$ cat src/rtl/draw_collectibles.sv
// Collectible-sprite overlay: draws up to N_PTS keyed sprites from a shared ROM at
// programmable positions, and clears sprites the player box touches.
module draw_collectibles #(
  parameter int          N_PTS   = 8,
  parameter int          IDX_W   = 3,
  parameter int          PT_SZ   = 16,
  parameter int          PL_W    = 32,
  parameter int          PL_H    = 32,
  parameter int          ROM_LAT = 2,
  parameter logic [11:0] KEY_RGB = 12'hF0F,
  localparam int         AW      = $clog2(PT_SZ)
) (
  input  logic              clk,
  input  logic              rst,
  input  logic              cfg_we,
  input  logic [IDX_W-1:0]  cfg_idx,
  input  logic [10:0]       cfg_x,
  input  logic [10:0]       cfg_y,
  input  logic              en_load,
  input  logic [N_PTS-1:0]  en_mask_in,
  input  logic [10:0]       player_x,
  input  logic [10:0]       player_y,
  input  logic [10:0]       hcount_in,
  input  logic [10:0]       vcount_in,
  input  logic              hsync_in,
  input  logic              vsync_in,
  input  logic              hblnk_in,
  input  logic              vblnk_in,
  input  logic [11:0]       rgb_in,
  output logic [10:0]       hcount_out,
  output logic [10:0]       vcount_out,
  output logic              hsync_out,
  output logic              vsync_out,
  output logic              hblnk_out,
  output logic              vblnk_out,
  output logic [11:0]       rgb_out,
  output logic [2*AW-1:0]   pixel_addr,
  input  logic [11:0]       rgb_pixel,
  output logic              collect_stb,
  output logic [IDX_W-1:0]  collect_idx,
  output logic [4:0]        remaining,
  output logic              all_done
);

  typedef struct packed {
    logic [10:0] hcount;
    logic [10:0] vcount;
    logic        hsync;
    logic        vsync;
    logic        hblnk;
    logic        vblnk;
  } video_t;

  logic [10:0]      shadowX_q [N_PTS];
  logic [10:0]      shadowY_q [N_PTS];
  logic [10:0]      activeX_q [N_PTS];
  logic [10:0]      activeY_q [N_PTS];
  logic [N_PTS-1:0] enable_q, enable_d;
  logic             armed_q, armed_d;
  logic             collectStb_d;
  logic [IDX_W-1:0] collectIdx_d;

  logic             drawHit;
  logic [2*AW-1:0]  pixelAddr_d, pixelAddr_q;
  logic [11:0]      hitDx, hitDy;
  logic [11:0]      hCnt12, vCnt12, plX12, plY12;
  logic             colFound;
  logic [IDX_W-1:0] colIdx;
  logic [4:0]       enCount;
  logic             frameStart;

  video_t           videoIn;
  video_t           vidPipe_q [ROM_LAT+1];
  logic [11:0]      rgbPipe_q [ROM_LAT];
  logic             hitPipe_q [ROM_LAT];
  logic [11:0]      rgbOut_q;
  logic             collectStb_q;
  logic [IDX_W-1:0] collectIdx_q;
  logic [4:0]       remaining_q;
  logic             allDone_q;

  assign hCnt12     = {1'b0, hcount_in};
  assign vCnt12     = {1'b0, vcount_in};
  assign plX12      = {1'b0, player_x};
  assign plY12      = {1'b0, player_y};
  assign frameStart = (hcount_in == 11'd0) && (vcount_in == 11'd0);
  assign videoIn    = {hcount_in, vcount_in, hsync_in, vsync_in, hblnk_in, vblnk_in};

  // Positions take effect only at the top-left pixel so a frame never shows a half-moved sprite.
  always_ff @(posedge clk or posedge rst) begin
    if (rst) begin
      for (int i = 0; i < N_PTS; i++) begin
        shadowX_q[i] <= '0;
        shadowY_q[i] <= '0;
        activeX_q[i] <= '0;
        activeY_q[i] <= '0;
      end
    end else begin
      if (cfg_we && (int'(cfg_idx) < N_PTS)) begin
        shadowX_q[cfg_idx] <= cfg_x;
        shadowY_q[cfg_idx] <= cfg_y;
      end
      if (frameStart) begin
        activeX_q <= shadowX_q;
        activeY_q <= shadowY_q;
      end
    end
  end

  // Descending scan so the lowest-index hit is the one left standing.
  always_comb begin
    drawHit     = 1'b0;
    pixelAddr_d = pixelAddr_q;
    hitDx       = '0;
    hitDy       = '0;
    for (int i = N_PTS-1; i >= 0; i--) begin
      hitDx = hCnt12 - {1'b0, activeX_q[i]};
      hitDy = vCnt12 - {1'b0, activeY_q[i]};
      if (enable_q[i] && (hCnt12 >= {1'b0, activeX_q[i]}) && (hitDx < 12'(PT_SZ)) &&
          (vCnt12 >= {1'b0, activeY_q[i]}) && (hitDy < 12'(PT_SZ))) begin
        drawHit     = 1'b1;
        pixelAddr_d = {hitDy[AW-1:0], hitDx[AW-1:0]};
      end
    end
  end

  always_comb begin
    colFound = 1'b0;
    colIdx   = '0;
    for (int i = N_PTS-1; i >= 0; i--) begin
      if (enable_q[i] &&
          (plX12 < {1'b0, activeX_q[i]} + 12'(PT_SZ)) && ({1'b0, activeX_q[i]} < plX12 + 12'(PL_W)) &&
          (plY12 < {1'b0, activeY_q[i]} + 12'(PT_SZ)) && ({1'b0, activeY_q[i]} < plY12 + 12'(PL_H))) begin
        colFound = 1'b1;
        colIdx   = IDX_W'(i);
      end
    end
  end

  // A mask load overrides any collection in the same cycle and suppresses its strobe.
  always_comb begin
    enable_d     = enable_q;
    armed_d      = armed_q;
    collectStb_d = 1'b0;
    collectIdx_d = '0;
    if (en_load) begin
      enable_d = en_mask_in;
      armed_d  = 1'b1;
    end else if (colFound) begin
      enable_d     = enable_q & ~(N_PTS'(1) << colIdx);
      collectStb_d = 1'b1;
      collectIdx_d = colIdx;
    end
  end

  always_comb begin
    enCount = '0;
    for (int i = 0; i < N_PTS; i++) begin
      enCount = enCount + 5'(enable_q[i]);
    end
  end

  always_ff @(posedge clk or posedge rst) begin
    if (rst) begin
      enable_q     <= '0;
      armed_q      <= 1'b0;
      collectStb_q <= 1'b0;
      collectIdx_q <= '0;
      remaining_q  <= '0;
      allDone_q    <= 1'b0;
    end else begin
      enable_q     <= enable_d;
      armed_q      <= armed_d;
      collectStb_q <= collectStb_d;
      collectIdx_q <= collectIdx_d;
      remaining_q  <= enCount;
      allDone_q    <= armed_q && (enable_q == '0);
    end
  end

  // Hit flag and background colour ride alongside the ROM read so they meet rgb_pixel.
  always_ff @(posedge clk or posedge rst) begin
    if (rst) begin
      pixelAddr_q <= '0;
      rgbOut_q    <= '0;
      for (int k = 0; k <= ROM_LAT; k++) vidPipe_q[k] <= '0;
      for (int k = 0; k < ROM_LAT; k++) begin
        rgbPipe_q[k] <= '0;
        hitPipe_q[k] <= 1'b0;
      end
    end else begin
      pixelAddr_q  <= pixelAddr_d;
      vidPipe_q[0] <= videoIn;
      rgbPipe_q[0] <= rgb_in;
      hitPipe_q[0] <= drawHit;
      for (int k = 1; k <= ROM_LAT; k++) vidPipe_q[k] <= vidPipe_q[k-1];
      for (int k = 1; k < ROM_LAT; k++) begin
        rgbPipe_q[k] <= rgbPipe_q[k-1];
        hitPipe_q[k] <= hitPipe_q[k-1];
      end
      rgbOut_q <= (hitPipe_q[ROM_LAT-1] && (rgb_pixel != KEY_RGB)) ? rgb_pixel
                                                                   : rgbPipe_q[ROM_LAT-1];
    end
  end

  assign hcount_out  = vidPipe_q[ROM_LAT].hcount;
  assign vcount_out  = vidPipe_q[ROM_LAT].vcount;
  assign hsync_out   = vidPipe_q[ROM_LAT].hsync;
  assign vsync_out   = vidPipe_q[ROM_LAT].vsync;
  assign hblnk_out   = vidPipe_q[ROM_LAT].hblnk;
  assign vblnk_out   = vidPipe_q[ROM_LAT].vblnk;
  assign rgb_out     = rgbOut_q;
  assign pixel_addr  = pixelAddr_q;
  assign collect_stb = collectStb_q;
  assign collect_idx = collectIdx_q;
  assign remaining   = remaining_q;
  assign all_done    = allDone_q;

endmodule

$ cat config.mk
export PLATFORM = sky130hd
export DESIGN_NAME = draw_collectibles
export DESIGN_NICKNAME = d
export VERILOG_FILES = /design/src/rtl/draw_collectibles.sv
export SDC_FILE = /design/constraint.sdc
export NUM_CORES = 2
export LEC_CHECK = 0
export ABC_AREA = 1
export CORE_ASPECT_RATIO = 0.8
export CORE_MARGIN = 4
export CORE_UTILIZATION = 39
export CTS_BUF_LIST = sky130_fd_sc_hd__clkbuf_4
export DETAILED_ROUTE_END_ITERATION = 8
export SLEW_MARGIN = 15
export SYNTH_ARGS = -nofsm -noshare
export SYNTH_HDL_FRONTEND = slang
export SYNTH_SLANG_ARGS = --single-unit
$ cat constraint.sdc
create_clock -name clk -period 21.7 [get_ports clk]
set_clock_uncertainty 0.2 [all_clocks]
set_input_delay 4.34 -clock clk [delete_from_list [all_inputs] [get_ports clk]]
set_output_delay 4.34 -clock clk [all_outputs]
set_load 0.01 [all_outputs]
# == Yosys cells after proc, flatten, opt, wreduce, memory -nomap -nowiden ==
# Cells that the tools add are included.
# op_classes
bitwise_logic,3
order_cmp,66
n_eq_ne,1
add_sub_neg,41
n_reduce_logical,73
shifts,1
n_mux,43
# ops
cell,count
$lt A11 B12 Y1,32
$add A11 B5 Y12 const B,16
$lt A12 B5 Y1 const B,16
$sub A11 B11 Y12,16
$bwmux W88,2
$ge A11 B11 Y1,16
$mux W8,10
$logic_and A1 B1 Y1,68
$demux W11 S3,1
$mux W3,10
$add A11 B6 Y12 const B,2
$logic_not A11 Y1,2
$mux W1,18
$add A5 B1 Y5,3
$mux W12,1
$ne A12 B12 Y1 const B,1
$mux W11,1
$and A8 B8 Y8,1
$logic_not A8 Y1,1
$not A8 Y8,1
$reduce_bool A8 Y1,1
$shl A1 B3 Y8 const A,1
$add A4 B1 Y5,1
$add A3 B1 Y4,1
other kinds (6),6
# word_totals
output_inout_bits,56
elab_cells,290
in_bits,109
reg_bits,495

# == Longest topological paths before layout ==
# logic_depth
word_depth,19
mapped_depth,26
ltp_nobuf,26

# == Least setup slack after synthesis ==
# Ideal clock, no wire load.
# synth_path
path_type,input-to-reg
startpoint,in hcount_in[0]
endpoint,reg pixelAddr_q[5] (netlist: pixel_addr[5])
slack_ns,14.776
t_required_ns,21.382
setup_ns,0.118
path_stages,26
arrival_ns,6.606
path_buffers,1
path_cell_list,inv_1 -> ha_1 -> fa_1 -> inv_1 -> nand3_1 -> nand3_1 -> nand2_1 -> nand2_1 -> nand2_1 -> nand2_1 -> nand2_1 -> nor2_1 -> nand3_1 -> nor2_1 -> nand3_2 -> buf_6 -> nand3_1 -> nand2_1 -> nand2_1 -> nand2_1 -> nand2_1 -> nand3_1 -> nand2_1 -> nand2_1 -> nand2_1 -> nand2_1
# synth_between
elab_chain_len,12
elab_cells_between_ends,64
# synth_lines
element,line,source
"start, declared",23,"input logic [10:0] hcount_in,"
$sub A11 B11 Y12 / $ge A11 B11 Y1 (equally long branches),"117, 119",
$lt A12 B5 Y1 / $logic_and A1 B1 Y1 (equally long branches),119,"if (enable_q[i] && (hCnt12 >= {1'b0, activeX_q[i]}) && (hitDx < 12'(PT_SZ)) &&"
$logic_and A1 B1 Y1 (2 in a row),119,
$logic_and A1 B1 Y1,120,"(vCnt12 >= {1'b0, activeY_q[i]}) && (hitDy < 12'(PT_SZ))) begin"
$mux W8 (7 in a row),119,
"end signal, assigned",192,pixelAddr_q <= pixelAddr_d;
"end, declared",64,"logic [2*AW-1:0] pixelAddr_d, pixelAddr_q;"
# Parallel ways exist; a longest one is shown, timed or not.
# A chain may end at the register's enable or synchronous reset.

# == Worst setup path after layout ==
# layout_path
startpoint,in hcount_in[1]
endpoint,reg pixelAddr_q[3] (netlist: pixel_addr[3])
# Same word-level chain as after synthesis.

==> run_results.csv <==
group,metric,value,unit
finish,syn_to_final_growth,13.2,%
floorplanning,num_rows,101,
yosys,synth_most_common_cell,"nand2_1",
cts,cts_tree,"built",
placed_design,placed_area,0.0405,sq mm
sta,slew_headroom,27.9,%
route,viasPerCell,5.29,
yosys,synth_edf_count,0,
cts,path_clk_slew,0.06,ns
sta,finalMaxSlewViolations,0,
outcome,status,"completed",
sta,rsz0062_at_grt,"false",
yosys,yosys.cell_types.count,61,
cts,numCtsBuffers,140,
yosys,synth_top_cells_by_area,"dfrtp_1, ha_1, nand2_1",
sta,post-route-min-period,7.94,ns
placed_design,dp_hpwl,102,mm
setup_path,crit_path_start_kind,"input pin",
route,wl_per_cell,19.7,um
cts,post-cts-setup-buffers,0,
setup_path,worstSetupStartpoint,"hcount_in[1]",
route,first_iter_violations,3069,
setup_path,r2r-start,"activeX_q[11]",
setup_path,worstPathMaxFanout,12,
global_route,grt_pass1_wl,192,mm
yosys,synth_cells,4890,
setup_path,cp.required,22.47,ns
cts,cts_resized,0,
route,drtAntennaViolNets,0,
yosys,ys_top_cells_by_count,"nand2_1, inv_1, ha_1",
yosys,synth_seq_cells,494,
floorplanning,die_area,0.101,sq mm
setup_path,r2r-end,"pixel_addr[3]",
yosys,yosysWarnings,0,
yosys,syn-cell-area,0.0374,sq mm
route,postRouteWirelength,128,mm
route,num_vias,34500,
placed_design,io_buffers,163,
placed_design,place_congestion,0.958,
power_and_ir_drop,irDropWorstVdd,0.0000424,V
yosys,synth.yosys.seq_area_share,33.0,%
sta,finalSetupTns,0,ns
yosys,yosysTopAreaCellShare,33.0,%
setup_path,worst_ep_arrival_time,8.71,ns
cts,ctsHoldBuffers,0,
sta,finalSetupViolCount,0,
global_route,antenna_found_initial,11,
route,remaining_drc_errors,0,
power_and_ir_drop,leakage,22.1,nW
floorplanning,ios,165,
sta,max_freq,126,MHz
cts,clk-insertion-delay-late,1.07,ns
sta,finalCritPeriodShare,36.6,%
floorplanning,initial_core_util,39.4,%
yosys,async_reset_ff_share,100,%
finish,drive_above_1_share,6.94,%
yosys,yosys.area.top_type,"dfrtp_1",
sta,finalHoldViolations,0,
finish,final_nets,5779,
setup_path,endpoint,"pixel_addr[3]",
setup_path,path_common_cell,"nand2_1",
sta,tightestPinTransition,1.07,ns
setup_path,max_stage_delay,0.58,ns
floorplanning,core_area,0.0950,sq mm
setup_path,reg2reg_depth,23,
cts,clock-sinks,494,
setup_path,crit_type,"in2reg",
setup_path,crit_path_end_kind,"flop",
cts,cts_root_buf,"clkbuf_4",
worst_hold_path,hp-class,"reg2reg",
route,drtPass1Iterations,6,
cts,htree_levels,4,
global_route,grt_util_all_layers,24.9,%
yosys,syn-num-nets,5537,
setup_path,crit_slowest_cell,"fa_1",
yosys,yosys_most_used_dff,"dfrtp_1",
floorplanning,die_h,285,um
run,cap_violations,0,
floorplanning,die_w,354,um
global_route,grt_overflow,0,
yosys,avgSynthCellArea,7.65,sq um
global_route,grt_max_degree,192,
worst_hold_path,hold_path_startpoint,"rgbPipe_q[21]",
power_and_ir_drop,cellPowerDensity,55.5,mW/mm^2
setup_path,r2r_setup_slack,17.71,ns
cts,cts_buffer_depth,3,
global_route,grt_pass1_vias,32300,
finish,fin_area,0.0424,sq mm
sequential cells by signal (all words and copies together), names as in the netlist:
name         cells
activeX_q       88
rgbPipe_q       24
hcount_out      11
vsync_out        1
vidPipe_q       52
collect_stb      1
pixel_addr       8
shadowY_q       88
rgb_out         12
vcount_out      11
hsync_out        1
hblnk_out        1
remaining        4
hitPipe_q        2
activeY_q       88
enable_q         8
shadowX_q       88
collect_idx      3
vblnk_out        1
armed_q          1
all_done         1
cells in the final DEF (no fill, tap or decap), types with 10 or more instances in the layout:
cell type / n
a31oi_1: 13
a21o_1: 13
nand3b_1: 32
o21ai_1: 20
clkdlybuf4s50_1: 163
xor2_1: 108
nor2_2: 10
dfrtp_1: 494
nor3_2: 11
diode_2: 12
a211oi_1: 33
a21boi_0: 15
nand4_1: 134
o211ai_1: 18
mux2_2: 19
ha_1: 518
o21bai_1: 20
fa_1: 20
nand3_1: 239
xnor2_1: 43
inv_1: 628
or2_2: 11
nor4_1: 17
inv_2: 12
clkinv_1: 20
nor2_1: 453
a21oi_1: 391
nand2_1: 1058
clkbuf_4: 192
nor3_1: 69
buf_4: 42
clkinv_2: 12
o21ai_0: 304
report_power, final:
group,leakage [nW],switching [mW],internal [mW]
sequential,5.60,0.0410,0.999
clock,1.07,0.449,0.465
combinational,15.4,0.255,0.142
total,22.1,0.745,1.61
area by class of cell:
type	instances	area [sq um]
diodes	12	30.0
clock buffers	192	1440
clock inverters	48	369
fillers	9807	52700
inverters	641	2410
multi-input cells	3648	22100
flip-flops and latches	494	12400
well taps	1287	1610
repair buffers	207	1990
metal layers:
| layer | global-route usage [%] | part of all wire (%) |
|---|---|---|
| met5 | 0 | 0.020 |
| met4 | 6.46 | 2.2 |
| met3 | 6.38 | 9.1 |
| met2 | 35.7 | 41 |
| met1 | 36.9 | 48 |
per-stage QoR:
step           power, mW  cells  utilization (%)  hold WS, ns  setup WS (ns)
3_5_place_dp        1.45   6277             42.6        0.135          12.80
2_1_floorplan       1.28   4890                -        0.131           3.37
4_1_cts             2.37   6517             44.5        0.128          13.92
5_1_grt             2.49   6526             44.6        0.140          13.65
6_report            2.35   6529             44.6        0.144          13.76
3_3_place_gp        1.44   6277             42.6        0.131          12.87
logic make-up (layout without fill, tap and decap cells):
logic type	Yosys count	in the layout	synth area share (%)
and+or+nand+nor	2076	2076	24.0
DFF	494	494	33.0
muxes	19	19	0.572
other	1	13	0.0100
AOI/OAI and AO/OA	863	863	12.7
adders and majority gates	538	538	18.4
xor gates and xnor gates	151	151	3.53
buffers and inverters	748	1088	7.82
worst max-delay path, delay by kind of cell:
kind / cells / cell delay, ns
adders and majority gates: 1 / 0.58
buffers and inverters: 4 / 1.25
and+or+nand+nor: 20 / 2.47
worst min-delay path by stage:
stage,cells past startpoint,slack [ns],to
floorplan,0,0.13,hblnk_out
global placement,0,0.13,vidPipe_q[38]
detailed placement,0,0.13,hcount_out[1]
CTS,0,0.13,vcount_out[2]
global route,0,0.14,vcount_out[2]
finish,0,0.14,rgbPipe_q[9]
Power figures use the tool's default switching activity.
